File: src/rtl/wb_bisect_responder.sv
`timescale 1ns/1ps
// Wishbone classic register front-end for an iterative integer bisection square-root finder.
// Latency: ack one cycle after a hit; start acked at T -> CHECK T+1 -> done/irq at T+3+iterations.
// Backpressure: none; exactly one ack per strobe, a held strobe is not acked twice.
//
// Ports:
//   clock, reset          system clock, asynchronous active-high reset
//   wbs_cyc_i/stb_i/we_i  Wishbone classic control
//   wbs_sel_i             byte enables (lanes 0/1 carry register data)
//   wbs_adr_i, wbs_dat_i  byte address and write data
//   wbs_ack_o, wbs_dat_o  registered one-cycle ack and read data (0 when ack low)
//   irq_o                 one-cycle pulse when a computation reaches DONE
// The byte-lane register layout (lo at [7:0], hi at [15:8], N at [15:0]) assumes WIDTH = 8.
module wb_bisect_responder #(
    parameter logic [31:0] BASE_ADDR = 32'h3000_0000,
    parameter int          WIDTH     = 8
) (
    input  logic        clock,
    input  logic        reset,
    input  logic        wbs_cyc_i,
    input  logic        wbs_stb_i,
    input  logic        wbs_we_i,
    input  logic [3:0]  wbs_sel_i,
    input  logic [31:0] wbs_adr_i,
    input  logic [31:0] wbs_dat_i,
    output logic        wbs_ack_o,
    output logic [31:0] wbs_dat_o,
    output logic        irq_o
);
    localparam int NW = 2 * WIDTH;

    typedef enum logic [1:0] {IDLE, CHECK, ITER, DONE} state_t;

    // bus side
    logic        hit;
    logic        take;
    logic        ack_q;
    logic        served_q;
    logic [31:0] dat_q;
    logic [31:0] rd_mux;
    logic [1:0]  reg_sel;
    logic        bus_wr;
    logic        start_cmd;

    // host-visible operand registers
    logic [WIDTH-1:0] oper_lo;
    logic [WIDTH-1:0] oper_hi;
    logic [NW-1:0]    tgt_n;

    // solver state (private copies so host writes never disturb a running search)
    state_t           state;
    logic [WIDTH-1:0] c_lo;
    logic [WIDTH-1:0] c_hi;
    logic [NW-1:0]    c_n;
    logic [WIDTH-1:0] root_q;
    logic [3:0]       iter_q;
    logic             busy_q;
    logic             done_q;
    logic             err_q;
    logic             irq_q;

    // datapath helpers
    logic [NW-1:0]    lo_sq;
    logic [NW-1:0]    hi_sq;
    logic [NW-1:0]    mid_sq;
    logic [WIDTH:0]   mid_sum;
    logic [WIDTH-1:0] mid;
    logic [WIDTH-1:0] span;
    logic             bad_bracket;

    logic unused_bits;

    assign hit       = wbs_cyc_i & wbs_stb_i & (wbs_adr_i[31:4] == BASE_ADDR[31:4]);
    // served_q remembers that the current strobe was already acked, so a master
    // that keeps stb high past the ack never sees a second ack.
    assign take      = hit & ~ack_q & ~served_q;
    assign reg_sel   = wbs_adr_i[3:2];
    // Writes land at the end of the ack cycle; the classic master still holds data then.
    assign bus_wr    = ack_q & hit & wbs_we_i;
    assign start_cmd = bus_wr & (reg_sel == 2'd2) & wbs_sel_i[0] & wbs_dat_i[0];

    always_comb begin
        rd_mux = '0;
        case (reg_sel)
            2'd0: begin
                rd_mux[WIDTH-1:0] = oper_lo;
                rd_mux[8 +: WIDTH] = oper_hi;
            end
            2'd1:    rd_mux[NW-1:0] = tgt_n;
            2'd2:    rd_mux[2:0] = {err_q, done_q, busy_q};
            default: begin
                rd_mux[WIDTH-1:0] = root_q;
                rd_mux[11:8]      = iter_q;
            end
        endcase
    end

    always_ff @(posedge clock or posedge reset) begin
        if (reset) begin
            ack_q    <= 1'b0;
            served_q <= 1'b0;
            dat_q    <= '0;
        end else begin
            ack_q    <= take;
            served_q <= hit & (served_q | ack_q);
            dat_q    <= (take & ~wbs_we_i) ? rd_mux : '0;
        end
    end

    always_ff @(posedge clock or posedge reset) begin
        if (reset) begin
            oper_lo <= '0;
            oper_hi <= '0;
            tgt_n   <= '0;
        end else if (bus_wr) begin
            if (reg_sel == 2'd0) begin
                if (wbs_sel_i[0]) oper_lo <= wbs_dat_i[WIDTH-1:0];
                if (wbs_sel_i[1]) oper_hi <= wbs_dat_i[8 +: WIDTH];
            end else if (reg_sel == 2'd1) begin
                if (wbs_sel_i[0]) tgt_n[7:0]    <= wbs_dat_i[7:0];
                if (wbs_sel_i[1]) tgt_n[NW-1:8] <= wbs_dat_i[NW-1:8];
            end
        end
    end

    always_comb begin
        lo_sq       = NW'(c_lo) * NW'(c_lo);
        hi_sq       = NW'(c_hi) * NW'(c_hi);
        // one extra bit keeps lo+hi from wrapping near the top of the range
        mid_sum     = {1'b0, c_lo} + {1'b0, c_hi};
        mid         = mid_sum[WIDTH:1];
        mid_sq      = NW'(mid) * NW'(mid);
        span        = c_hi - c_lo;
        bad_bracket = (c_lo > c_hi) || (lo_sq > c_n) || (hi_sq <= c_n);
    end

    always_ff @(posedge clock or posedge reset) begin
        if (reset) begin
            state  <= IDLE;
            c_lo   <= '0;
            c_hi   <= '0;
            c_n    <= '0;
            root_q <= '0;
            iter_q <= '0;
            busy_q <= 1'b0;
            done_q <= 1'b0;
            err_q  <= 1'b0;
            irq_q  <= 1'b0;
        end else begin
            irq_q <= 1'b0;
            case (state)
                IDLE, DONE: begin
                    if (start_cmd) begin
                        c_lo   <= oper_lo;
                        c_hi   <= oper_hi;
                        c_n    <= tgt_n;
                        root_q <= '0;
                        iter_q <= '0;
                        busy_q <= 1'b1;
                        done_q <= 1'b0;
                        err_q  <= 1'b0;
                        state  <= CHECK;
                    end
                end
                CHECK: begin
                    // the invariant lo*lo <= N < hi*hi must hold before bisecting
                    if (bad_bracket) begin
                        err_q  <= 1'b1;
                        root_q <= '0;
                        iter_q <= '0;
                        busy_q <= 1'b0;
                        done_q <= 1'b1;
                        irq_q  <= 1'b1;
                        state  <= DONE;
                    end else begin
                        state <= ITER;
                    end
                end
                ITER: begin
                    if (span <= WIDTH'(1)) begin
                        root_q <= c_lo;
                        busy_q <= 1'b0;
                        done_q <= 1'b1;
                        irq_q  <= 1'b1;
                        state  <= DONE;
                    end else begin
                        if (mid_sq <= c_n) c_lo <= mid;
                        else               c_hi <= mid;
                        if (iter_q != 4'hF) iter_q <= iter_q + 4'd1;
                    end
                end
                default: state <= IDLE;
            endcase
        end
    end

    assign wbs_ack_o = ack_q;
    assign wbs_dat_o = dat_q;
    assign irq_o     = irq_q;

    assign unused_bits = ^{wbs_dat_i[31:16], wbs_sel_i[3:2], wbs_adr_i[1:0], mid_sum[0]};
endmodule

File: config.mk
export PLATFORM = sky130hd
export DESIGN_NAME = wb_bisect_responder
export DESIGN_NICKNAME = d
export VERILOG_FILES = /design/src/rtl/wb_bisect_responder.sv
export SDC_FILE = /design/constraint.sdc
export NUM_CORES = 1
export LEC_CHECK = 0
export BUFFER_PORTS_ARGS = -buffer_cell sky130_fd_sc_hd__clkbuf_2
export CAP_MARGIN = 10
export CORE_MARGIN = 2
export CORE_UTILIZATION = 63
export CTS_BUF_LIST = sky130_fd_sc_hd__clkbuf_8
export DETAILED_ROUTE_END_ITERATION = 10
export PLACE_DENSITY = 0.85
export SLEW_MARGIN = 10
export SYNTH_ARGS = -nofsm -noshare
export SYNTH_HDL_FRONTEND = slang
export SYNTH_SLANG_ARGS = --single-unit
File: constraint.sdc
create_clock -name clock -period 8.3 [get_ports clock]
set_clock_uncertainty 0.05 [all_clocks]
set_input_delay 0.83 -clock clock [delete_from_list [all_inputs] [get_ports clock]]
set_output_delay 0.83 -clock clock [all_outputs]
set_load 0.03 [all_outputs]
==> results.toml <==
[logic_synthesis]
yosysMostFrequentCell = "inv_1"
synthDistinctLibCells = 72
synth-edff-count = 0
synthesis.area_um2 = 10800
synth_common_cells = "inv_1, ha_1, nor2_1, dfrtp_1, fa_1"
avgSynthCellArea_um2 = 9.23
ys.flop_type = "dfrtp_1"
ys_seq_elements = 100
seq_area_frac_synth_pct = 23.2
synth_area_leaders = "dfrtp_1, ha_1, fa_1"
synth_cells = 1166
synthArstFlopShare_pct = 100
yosysTopAreaCell = "dfrtp_1"
synth_warnings = 0
yosysTopAreaCellShare_pct = 23.2

[pwr]
p_switching_w = 0.000207
clockPowerShare_pct = 37.7
p_int_w = 0.000645
netSwitchingFraction_pct = 24.3
ir_drop_uv = 111
power_leakage_nw = 6.20
p_comb_share_pct = 5.1
cellPowerDensity_nw_per_um2 = 73.1
seq_power_share_pct = 57.2

[detailed_routing]
first_iter_violations = 602
routedWlPerCell_um = 16.9
drc_errors = 0
vias_per_cell = 5.87
postRouteAntennaNets = 0
num_vias = 8658
drt_wl_total_um = 24900
drt_first_pass_iters = 5

[clock_network]
clock-root-buffer = "clkbuf_8"
post-cts-setup-buffer-count = 0
cts_tree = "yes"
holdBufCountCts = 0
clkSinkCount = 100
cts_resized = 0
clockBufferDepth = 2
path_clk_slew_ns = 0.10
clkLatencyLatePin_ns = 0.37
htreeDepth = 3
cts_buffers = 9

[sta]
holdWs_ns = 0.420
setup_tns_ns = 0
drv_slew = 0
clock.fmax_ghz = 0.127
hold_viol = 0
rsz0062_at_grt = "no"
max_slew.worst_pin.slew_ns = 0.792
period_minus_slack_ns = 7.87
slew_headroom_pct = 46.8
finalSetupViolCount = 0
finalCritPeriodShare_pct = 94.9

[placed_design]
numPortBuffers = 70
dpl_cell_area_um2 = 11400
dpl.cell_count = 1458
hpwl_um = 20000
place_congestion = 0.911

[critical_path]
cp_max_fo = 10
worstSetupStartpointType = "register"
max_stage_delay_ns = 0.56
cp-end-kind = "register"
cp.required_ns = 8.51
cp_slowest_cell = "fa_1"
critical_path_class = "reg2reg"
cp_common_cell = "fa_1"
cp.arrival_ns = 8.08

[finish]
antennaDiodeCount = 0
layout-drive-gt1-share_pct = 14.1
area_growth_pct = 8.18
layout.cells.non_filler = 1474
nets = 1551
seqCellArea_um2 = 2500
fillers = 1239
stdcell_area_um2 = 11600
multi_input_area_um2 = 7460

[die]
floorplan.initialDensity_pct = 64.7
die_h_um = 135
io_pins = 107
coreArea_um2 = 16600
die_area_um2 = 18200
die_w_um = 135
num_rows = 47

[global_routing]
grt_pass1_vias = 8782
gr-total-overflow = 0
antenna_found_initial = 0
track_usage_pct = 29.0
grt_max_degree = 60
grt_pass1_wl_um = 41600

[worst_hold_path]
min_path_type = "in2async"

[status]
outcome = "finished clean"

[job]
drv_cap = 0
flip-flops by register name, summed over array words and instances (netlist names):
signal	count
irq_o	1
root_q	8
oper_lo	8
c_hi	8
tgt_n	16
err_q	1
c_lo	8
wbs_dat_o	16
c_n	16
done_q	1
oper_hi	8
wbs_ack_o	1
iter_q	4
served_q	1
state	2
busy_q	1
logic make-up after synthesis:
family | share of synthesized area, %
buffers and inverters | 8.17
xor gates and xnor gates | 4.55
muxes | 7.04
DFF | 23.2
AOI/OAI and AO/OA | 10.5
and+or+nand+nor | 14.4
other | 0.0348
adders and majority gates | 32.0
critical path: cells and delay by family (launching register included):
kind                     cells  cell delay (ns)
XOR/XNOR                     2             0.30
AND/OR/NAND/NOR              8             1.24
multiplexers                 1             0.32
flip-flops                   1             0.43
AO/OA/AOI/OAI                9             1.88
adder cells (fa/ha/maj)      7             3.01
buffers and inverters        4             0.51
per-stage QoR:
| step | setup slack [ns] | power, W | util, % |
|---|---|---|---|
| floorplan | 0.735 | 0.000528 | - |
| global placement | 0.706 | 0.000540 | 68.7 |
| detailed placement | 0.563 | 0.000540 | 68.7 |
| CTS | 0.481 | 0.000853 | 69.9 |
| global route | 0.0109 | 0.000877 | 70.0 |
| finish | 0.425 | 0.000852 | 70.0 |
cells in the final DEF, fill, tap and decap left out, types with 10 or more instances in the layout:
cell type  synthesis  layout
inv_1            168     168
ha_1             152     152
nor2_1           122     122
dfrtp_1          100     100
fa_1              77      77
nand2_1           72      72
clkbuf_2           0      70
a21oi_1           58      58
o21ai_0           56      56
xnor2_1           38      37
mux2_2            36      36
buf_4             17      28
mux2i_1           24      24
nor3_1            23      23
nor2b_1           19      19
xor2_1            18      18
conb_1             1      16
nand2b_1          12      12
nand4_1           10      10
a21o_1            10      10
power groups by stage:
stage	combinational [W]	clock (W)	sequential (W)
final	0.0000437	0.000321	0.000487
after global routing	0.0000483	0.000342	0.000487
after CTS	0.0000439	0.000322	0.000487
after detailed placement	0.0000439	0	0.000496
after global placement	0.0000434	0	0.000496
after floorplan	0.0000314	0	0.000496
routing by layer:
| layer | global-route usage [%] | vias to the layer above | share of wire (%) |
|---|---|---|---|
| met5 | 0 | - | 0 |
| met4 | 13.5 | 0 | 4.6 |
| met3 | 3.42 | 92 | 6.6 |
| met2 | 49.2 | 351 | 49 |
| met1 | 37.3 | 4194 | 40 |
| li1 | - | 4021 | - |
layout make-up:
cell class                      instances  share of cell area, %
Clock buffer                            9                   1.06
Multi-Input combinational cell        868                   64.0
Sequential cell                       100                   21.5
Inverter                              172                   5.56
Timing Repair Buffer                   98                   4.81
Tap cell                              220                   2.36
Clock inverter                          7                  0.687
final timing paths:
kind / startpoint / end / slack [ns] / depth (start not counted)
worst max-delay path: c_lo[1]$_DFFE_PP0P_ / c_hi[0]$_DFFE_PP0P_ / 0.43 / 31
worst min-delay path: reset / wbs_dat_o[11]$_DFF_PP0_ / 0.42 / 2
worst max register to register: c_lo[1]$_DFFE_PP0P_ / c_hi[0]$_DFFE_PP0P_ / 0.43 / 31
min in group clock: served_q$_DFF_PP0_ / wbs_ack_o$_DFF_PP0_ / 0.42 / 1
max in group asynchronous: reset / c_n[4]$_DFFE_PP0P_ / 6.64 / 3
worst min register to register: served_q$_DFF_PP0_ / wbs_ack_o$_DFF_PP0_ / 0.42 / 1
(Power assumes the default switching activity.)
